[config.mk]
export PLATFORM = sky130hd
export DESIGN_NAME = chip_7400_emulator
export DESIGN_NICKNAME = d
export VERILOG_FILES = /design/src/rtl/chip_7400_emulator.sv
export SDC_FILE = /design/constraint.sdc
export NUM_CORES = 1
export LEC_CHECK = 0
export CORE_MARGIN = 2
export CORE_UTILIZATION = 50
export CTS_CLUSTER_DIAMETER = 200
export DETAILED_ROUTE_END_ITERATION = 10
export PLACE_DENSITY_LB_ADDON = 0.12
export SETUP_SLACK_MARGIN = 0.3
export SYNTH_ARGS = -nofsm -noshare
export SYNTH_HDL_FRONTEND = slang
export SYNTH_SLANG_ARGS = --single-unit
[constraint.sdc]
create_clock -name Clk -period 2.95 [get_ports Clk]
set_clock_uncertainty 0.05 [all_clocks]
set_input_delay 0.295 -clock Clk [delete_from_list [all_inputs] [get_ports Clk]]
set_output_delay 0.295 -clock Clk [all_outputs]
set_load 0.01 [all_outputs]
[src/rtl/chip_7400_emulator.sv]
// ---------------------------------------------------------------------------
// chip_7400_emulator
//
// Behavioural stand-in for a 7400 quad 2-input NAND on the tester pin bus.
// Each gate computes Y = ~(first & second). One gate can be given a
// triggered, optionally time-limited fault (stuck-at-0, stuck-at-1 or
// inverted). The fault is applied at the input of a DELAY-stage output
// pipeline, so the fault appears and clears with the same latency as a
// normal pin change.
//
// Optional feature macro: CHIP_EMU_VECCNT_EN
//   defined   -> input-vector register and saturating Vec_Count are built
//   undefined -> Vec_Count is tied to 0
//
// Ports:
//   Clk, Reset           clock, asynchronous active-low reset
//   Pin1/2 -> Pin3       gate A      Pin4/5   -> Pin6   gate B
//   Pin9/10 -> Pin8      gate C      Pin12/13 -> Pin11  gate D
//   Fault_Load/Clear     single-cycle strobes (Clear wins)
//   Fault_Gate/Mode/Trig/Hold  fault configuration captured on Fault_Load
//   Fault_Active, Armed  FSM state indicators
//   Vec_Count            saturating count of input-vector changes
// ---------------------------------------------------------------------------
module chip_7400_emulator #(
    parameter int DELAY  = 1,
    parameter int HOLD_W = 8,
    parameter int CNT_W  = 8
) (
    input  logic              Clk,
    input  logic              Reset,
    input  logic              Pin1,
    input  logic              Pin2,
    output logic              Pin3,
    input  logic              Pin4,
    input  logic              Pin5,
    output logic              Pin6,
    input  logic              Pin9,
    input  logic              Pin10,
    output logic              Pin8,
    input  logic              Pin12,
    input  logic              Pin13,
    output logic              Pin11,
    input  logic              Fault_Load,
    input  logic              Fault_Clear,
    input  logic [1:0]        Fault_Gate,
    input  logic [1:0]        Fault_Mode,
    input  logic [1:0]        Fault_Trig,
    input  logic [HOLD_W-1:0] Fault_Hold,
    output logic              Fault_Active,
    output logic              Armed,
    output logic [CNT_W-1:0]  Vec_Count
);

    typedef enum logic [1:0] {
        ST_NORMAL  = 2'b00,
        ST_ARMED   = 2'b01,
        ST_FAULTED = 2'b10
    } state_e;

    localparam logic [HOLD_W-1:0] HOLD_ZERO = {HOLD_W{1'b0}};
    localparam logic [HOLD_W-1:0] HOLD_ONE  = {{(HOLD_W-1){1'b0}}, 1'b1};

    // Fault transform for one gate output.
    function automatic logic apply_fault(input logic y, input logic [1:0] mode);
        logic r;
        case (mode)
            2'b01:   r = 1'b0;
            2'b10:   r = 1'b1;
            2'b11:   r = ~y;
            default: r = y;
        endcase
        return r;
    endfunction

    // Packed pins: bit 2g is the first input of gate g, bit 2g+1 the second.
    logic [7:0] pins_s;
    logic [3:0] y_s;
    logic [3:0] line_in_s;
    logic [3:0] out_s;
    logic [1:0] pair_s;

    state_e            state_q, state_d;
    logic [1:0]        gate_q, gate_d;
    logic [1:0]        mode_q, mode_d;
    logic [1:0]        trig_q, trig_d;
    logic [HOLD_W-1:0] hold_q, hold_d;
    logic [HOLD_W-1:0] cnt_q, cnt_d;

    assign pins_s = {Pin13, Pin12, Pin10, Pin9, Pin5, Pin4, Pin2, Pin1};

    // Plain NAND of each gate's input pair.
    always_comb begin
        for (int g = 0; g < 4; g++) begin
            y_s[g] = ~(pins_s[2*g] & pins_s[2*g+1]);
        end
    end

    // Input pair of the captured target gate, {first, second}.
    always_comb begin
        case (gate_q)
            2'd0:    pair_s = {pins_s[0], pins_s[1]};
            2'd1:    pair_s = {pins_s[2], pins_s[3]};
            2'd2:    pair_s = {pins_s[4], pins_s[5]};
            2'd3:    pair_s = {pins_s[6], pins_s[7]};
            default: pair_s = 2'b00;
        endcase
    end

    // Fault transform is only live in FAULTED; applied ahead of the pipeline.
    always_comb begin
        line_in_s = y_s;
        if (state_q == ST_FAULTED) begin
            line_in_s[gate_q] = apply_fault(y_s[gate_q], mode_q);
        end else begin
            line_in_s = y_s;
        end
    end

    // FSM next state, configuration capture and hold countdown.
    always_comb begin
        state_d = state_q;
        gate_d  = gate_q;
        mode_d  = mode_q;
        trig_d  = trig_q;
        hold_d  = hold_q;
        cnt_d   = cnt_q;
        if (Fault_Clear) begin
            state_d = ST_NORMAL;
            cnt_d   = HOLD_ZERO;
        end else if (Fault_Load) begin
            // A trigger match on the load edge is deliberately ignored.
            gate_d  = Fault_Gate;
            mode_d  = Fault_Mode;
            trig_d  = Fault_Trig;
            hold_d  = Fault_Hold;
            cnt_d   = HOLD_ZERO;
            state_d = (Fault_Mode != 2'b00) ? ST_ARMED : ST_NORMAL;
        end else begin
            case (state_q)
                ST_NORMAL: begin
                    state_d = ST_NORMAL;
                end
                ST_ARMED: begin
                    if (pair_s == trig_q) begin
                        state_d = ST_FAULTED;
                        cnt_d   = hold_q;
                    end else begin
                        state_d = ST_ARMED;
                    end
                end
                ST_FAULTED: begin
                    // Counter holds the cycles left including the current one.
                    if (hold_q == HOLD_ZERO) begin
                        state_d = ST_FAULTED;
                    end else if (cnt_q == HOLD_ONE) begin
                        state_d = ST_NORMAL;
                        cnt_d   = HOLD_ZERO;
                    end else begin
                        cnt_d = cnt_q - HOLD_ONE;
                    end
                end
                default: begin
                    state_d = ST_NORMAL;
                    cnt_d   = HOLD_ZERO;
                end
            endcase
        end
    end

    // FSM and configuration registers.
    always_ff @(posedge Clk or negedge Reset) begin
        if (!Reset) begin
            state_q <= ST_NORMAL;
            gate_q  <= 2'b00;
            mode_q  <= 2'b00;
            trig_q  <= 2'b00;
            hold_q  <= HOLD_ZERO;
            cnt_q   <= HOLD_ZERO;
        end else begin
            state_q <= state_d;
            gate_q  <= gate_d;
            mode_q  <= mode_d;
            trig_q  <= trig_d;
            hold_q  <= hold_d;
            cnt_q   <= cnt_d;
        end
    end

    assign Fault_Active = (state_q == ST_FAULTED);
    assign Armed        = (state_q == ST_ARMED);

    generate
        if (DELAY == 0) begin : g_comb
            assign out_s = line_in_s;
        end else begin : g_pipe
            logic [3:0] pipe_q [DELAY];

            // Output shift pipeline; resets to the NAND of idle 0,0 inputs.
            always_ff @(posedge Clk or negedge Reset) begin
                if (!Reset) begin
                    for (int i = 0; i < DELAY; i++) begin
                        pipe_q[i] <= 4'hF;
                    end
                end else begin
                    pipe_q[0] <= line_in_s;
                    for (int i = 1; i < DELAY; i++) begin
                        pipe_q[i] <= pipe_q[i-1];
                    end
                end
            end

            assign out_s = pipe_q[DELAY-1];
        end
    endgenerate

    assign Pin3  = out_s[0];
    assign Pin6  = out_s[1];
    assign Pin8  = out_s[2];
    assign Pin11 = out_s[3];

`ifdef CHIP_EMU_VECCNT_EN
    localparam logic [CNT_W-1:0] CNT_MAX = {CNT_W{1'b1}};
    localparam logic [CNT_W-1:0] CNT_ONE = {{(CNT_W-1){1'b0}}, 1'b1};

    logic [7:0]       vec_q;
    logic [CNT_W-1:0] vcnt_q, vcnt_d;

    // Count when the freshly registered vector differs from the held one.
    always_comb begin
        vcnt_d = vcnt_q;
        if ((pins_s != vec_q) && (vcnt_q != CNT_MAX)) begin
            vcnt_d = vcnt_q + CNT_ONE;
        end else begin
            vcnt_d = vcnt_q;
        end
    end

    // Vector register and change counter; Fault_Clear does not touch them.
    always_ff @(posedge Clk or negedge Reset) begin
        if (!Reset) begin
            vec_q  <= 8'h00;
            vcnt_q <= {CNT_W{1'b0}};
        end else begin
            vec_q  <= pins_s;
            vcnt_q <= vcnt_d;
        end
    end

    assign Vec_Count = vcnt_q;
`else
    assign Vec_Count = {CNT_W{1'b0}};
`endif

endmodule

==> results.py <==
metrics = {
    "floorplanning": {
        "start_util": 0.5257,
        "io_pins": 40,
        "die_y_um": 63.70,
        "fp-row-count": 21,
        "die_area_sq_um": 4057,
        "design.core.area_sq_um": 3390,
        "die_w_um": 63.70,
    },
    "timing": {
        "hold_viol": 0,
        "fin_crit_sh": 0.7842,
        "final_max_slew_viol_count": 0,
        "clock.fmax_mhz": 432.3,
        "tightest_slew_ns": 0.6462,
        "min_period_ns": 2.313,
        "slew_headroom": 0.5652,
        "rsz0062_at_grt": "no",
        "setup_tns_ns": 0,
        "setup_ws_ns": 0.6367,
        "setup_viol": 0,
    },
    "routing": {
        "ant_nets": 0,
        "dr.pass1.iters": 4,
        "drtIter0Drc": 94,
        "vias": 1417,
        "wirelength_um": 3725,
        "drc": 0,
        "wire_per_inst_um": 14.84,
        "via_per_inst": 5.645,
    },
    "clock_network": {
        "clk_pin_slew_ns": 0.15,
        "cts_max_level": 1,
        "cts.hold.buffers_added": 0,
        "cts_sinks": 28,
        "cts_buffer_depth": 2,
        "cts_tree": "yes",
        "cts_resized": 0,
        "clkLatencyLatePin_ns": 0.33,
        "post-cts-setup-buffers": 0,
        "cts_root_buffer": "clkbuf_4",
        "cts_buffers": 3,
    },
    "placement": {
        "hpwl_um": 2836,
        "dp_slack_ns": 0.6864,
        "globalplace.congestion": 0.8996,
        "portBuffers": 31,
        "dpl-instance-area_sq_um": 2108,
    },
    "cells_and_area": {
        "fillerInstances": 279,
        "final_common_cell": "clkdlybuf4s50_1",
        "layout_common_cells": "31 x clkdlybuf4s50_1, 24 x dfrtp_1, 20 x mux2_2",
        "area.sequential_sq_um": 705.7,
        "area_growth_pct": 20.37,
        "design_area_sq_um": 2145,
        "n_antenna_cell": 0,
        "multiInputGateArea_sq_um": 985.9,
        "nNetsFinal": 237,
        "layout-drive-gt1-share": 0.1902,
    },
    "worst_setup_path": {
        "arrival_ns": 2.50,
        "r2r_end": "cnt_q[4]",
        "path_max_fanout": 7,
        "required_ns": 3.13,
        "r2r_start": "cnt_q[1]",
        "end_kind": "flip-flop",
        "rrSetupSlack_ns": 0.64,
        "crit_path_start_kind": "flip-flop",
        "critPathKind": "reg -> reg",
        "r2r_cells": 7,
    },
    "power_and_ir_drop": {
        "p_leak_uw": 0.0008893,
        "pwr-share-clk": 0.230,
        "vdd_drop_max_mv": 0.2417,
        "intPower_uw": 593.4,
        "seqPwrFrac": 0.554,
        "power.switching_uw": 227.3,
        "p_per_area_nw_per_um2": 382.7,
        "pwr-share-comb": 0.216,
        "p_sw_frac": 0.2770,
    },
    "global_routing": {
        "grt_pass1_vias": 1371,
        "grt_pass1_wl_um": 6354,
        "grt_overflow": 0,
        "grt_max_degree": 29,
        "antenna_found_initial": 0,
        "grtUsageTotal": 0.1977,
    },
    "yosys": {
        "synth-edff-count": 0,
        "async_flop_share": 1.000,
        "syn_area_sq_um": 1782,
        "avgSynthCellArea_sq_um": 10.24,
        "synthFlopType": "dfrtp_1",
        "synth_seq_area_share": 0.3961,
        "yosys_warnings": 0,
        "netlist_instances": 174,
        "synth_cell_types": 50,
        "synth_seq_cells": 28,
    },
    "flow_run": {
        "maxCapViolCount": 0,
    },
    "status": {
        "status": "finished, final reports clean",
    },
    "hold_path": {
        "hold_class": "in -> async",
    },
}
flip-flops by register name (all words and copies together) (netlist names):
signal	cells
mode_q	2
state_q	2
hold_q	8
cnt_q	8
g_pipe.pipe_q	4
gate_q	2
trig_q	2
power groups by stage:
stage | clock network [uW] | logic (uW) | registers, uW
2_1_floorplan | 0 | 128 | 444
3_3_place_gp | 0 | 174 | 459
3_5_place_dp | 0 | 177 | 461
4_1_cts | 196 | 178 | 454
5_1_grt | 213 | 195 | 459
6_report | 189 | 177 | 455
routing by layer:
layer / part of all wire / GRT usage
met3: 0.043 / 0.01964
met1: 0.48 / 0.2839
met5: 0 / 0
met4: 0.011 / 0.07065
met2: 0.47 / 0.3105
logic make-up after synthesis:
family / synth area share
simple gates: 0.1629
buf+inv: 0.06531
other cells: 0.002105
flops: 0.3961
xor+xnor: 0.01966
fa+ha+maj: 0.03511
mux: 0.1749
compound gates: 0.1440
Yosys cell counts (2+ instances only):
cell type | count | area, sq um
nand2_1 | 15 | 56.30
and2_1 | 2 | 12.51
nor2b_1 | 2 | 12.51
mux2i_1 | 6 | 60.06
inv_1 | 7 | 26.28
and3_1 | 3 | 18.77
dfstp_2 | 4 | 105.1
dfrtp_1 | 24 | 600.6
ha_1 | 5 | 62.56
nor3_1 | 6 | 30.03
xnor2_1 | 4 | 35.03
o21ai_0 | 7 | 35.03
a21oi_1 | 3 | 15.01
clkbuf_1 | 5 | 18.77
o31a_1 | 2 | 17.52
nor2_1 | 8 | 30.03
or2_2 | 2 | 12.51
buf_4 | 8 | 60.06
o21a_1 | 2 | 15.01
nand3_1 | 4 | 20.02
mux2_2 | 20 | 225.2
o211ai_1 | 2 | 15.01
nor4_1 | 3 | 18.77
a31oi_1 | 3 | 18.77
a221o_1 | 2 | 20.02
final cells by class:
cell class / instances / area share
Clock buffer: 4 / 0.01692
Inverter: 7 / 0.01225
Multi-Input combinational cell: 132 / 0.4597
Sequential cell: 28 / 0.3291
Tap cell: 46 / 0.02684
Timing Repair Buffer: 34 / 0.1552
critical path: stages (launching register included):
cell and delay (ns):
dfrtp_1 0.45, inv_1 0.10, ha_1 0.15, or3b_4 0.40
o31a_1 0.40, and2_1 0.22, and3_1 0.19, a211o_2 0.27
per-stage QoR:
| stage | std cells | hold WS (ns) | power, uW | util |
|---|---|---|---|---|
| 2_1_floorplan | 181 | -0.05059 | 571.4 | - |
| 3_3_place_gp | 247 | 0.4440 | 632.3 | 0.6220 |
| 3_5_place_dp | 247 | 0.4607 | 638.6 | 0.6220 |
| 4_1_cts | 251 | 0.2693 | 828.5 | 0.6327 |
| 5_1_grt | 251 | 0.2679 | 867.8 | 0.6327 |
| 6_report | 251 | 0.2634 | 820.7 | 0.6327 |
worst max-delay path by stage:
| stage | from | endpoint | slack (ns) | depth (start not counted) |
|---|---|---|---|---|
| 3_5_place_dp | cnt_q[1] | cnt_q[4] | 0.69 | 7 |
| 4_1_cts | cnt_q[1] | cnt_q[4] | 0.67 | 7 |
| 5_1_grt | cnt_q[1] | cnt_q[4] | 0.57 | 7 |
| 6_report | cnt_q[1] | cnt_q[4] | 0.64 | 7 |
| 3_3_place_gp | Pin13 | cnt_q[3] | 0.75 | 6 |
| 2_1_floorplan | cnt_q[1] | cnt_q[4] | 0.87 | 7 |
No activity file was read; power rests on OpenSTA's default activity.
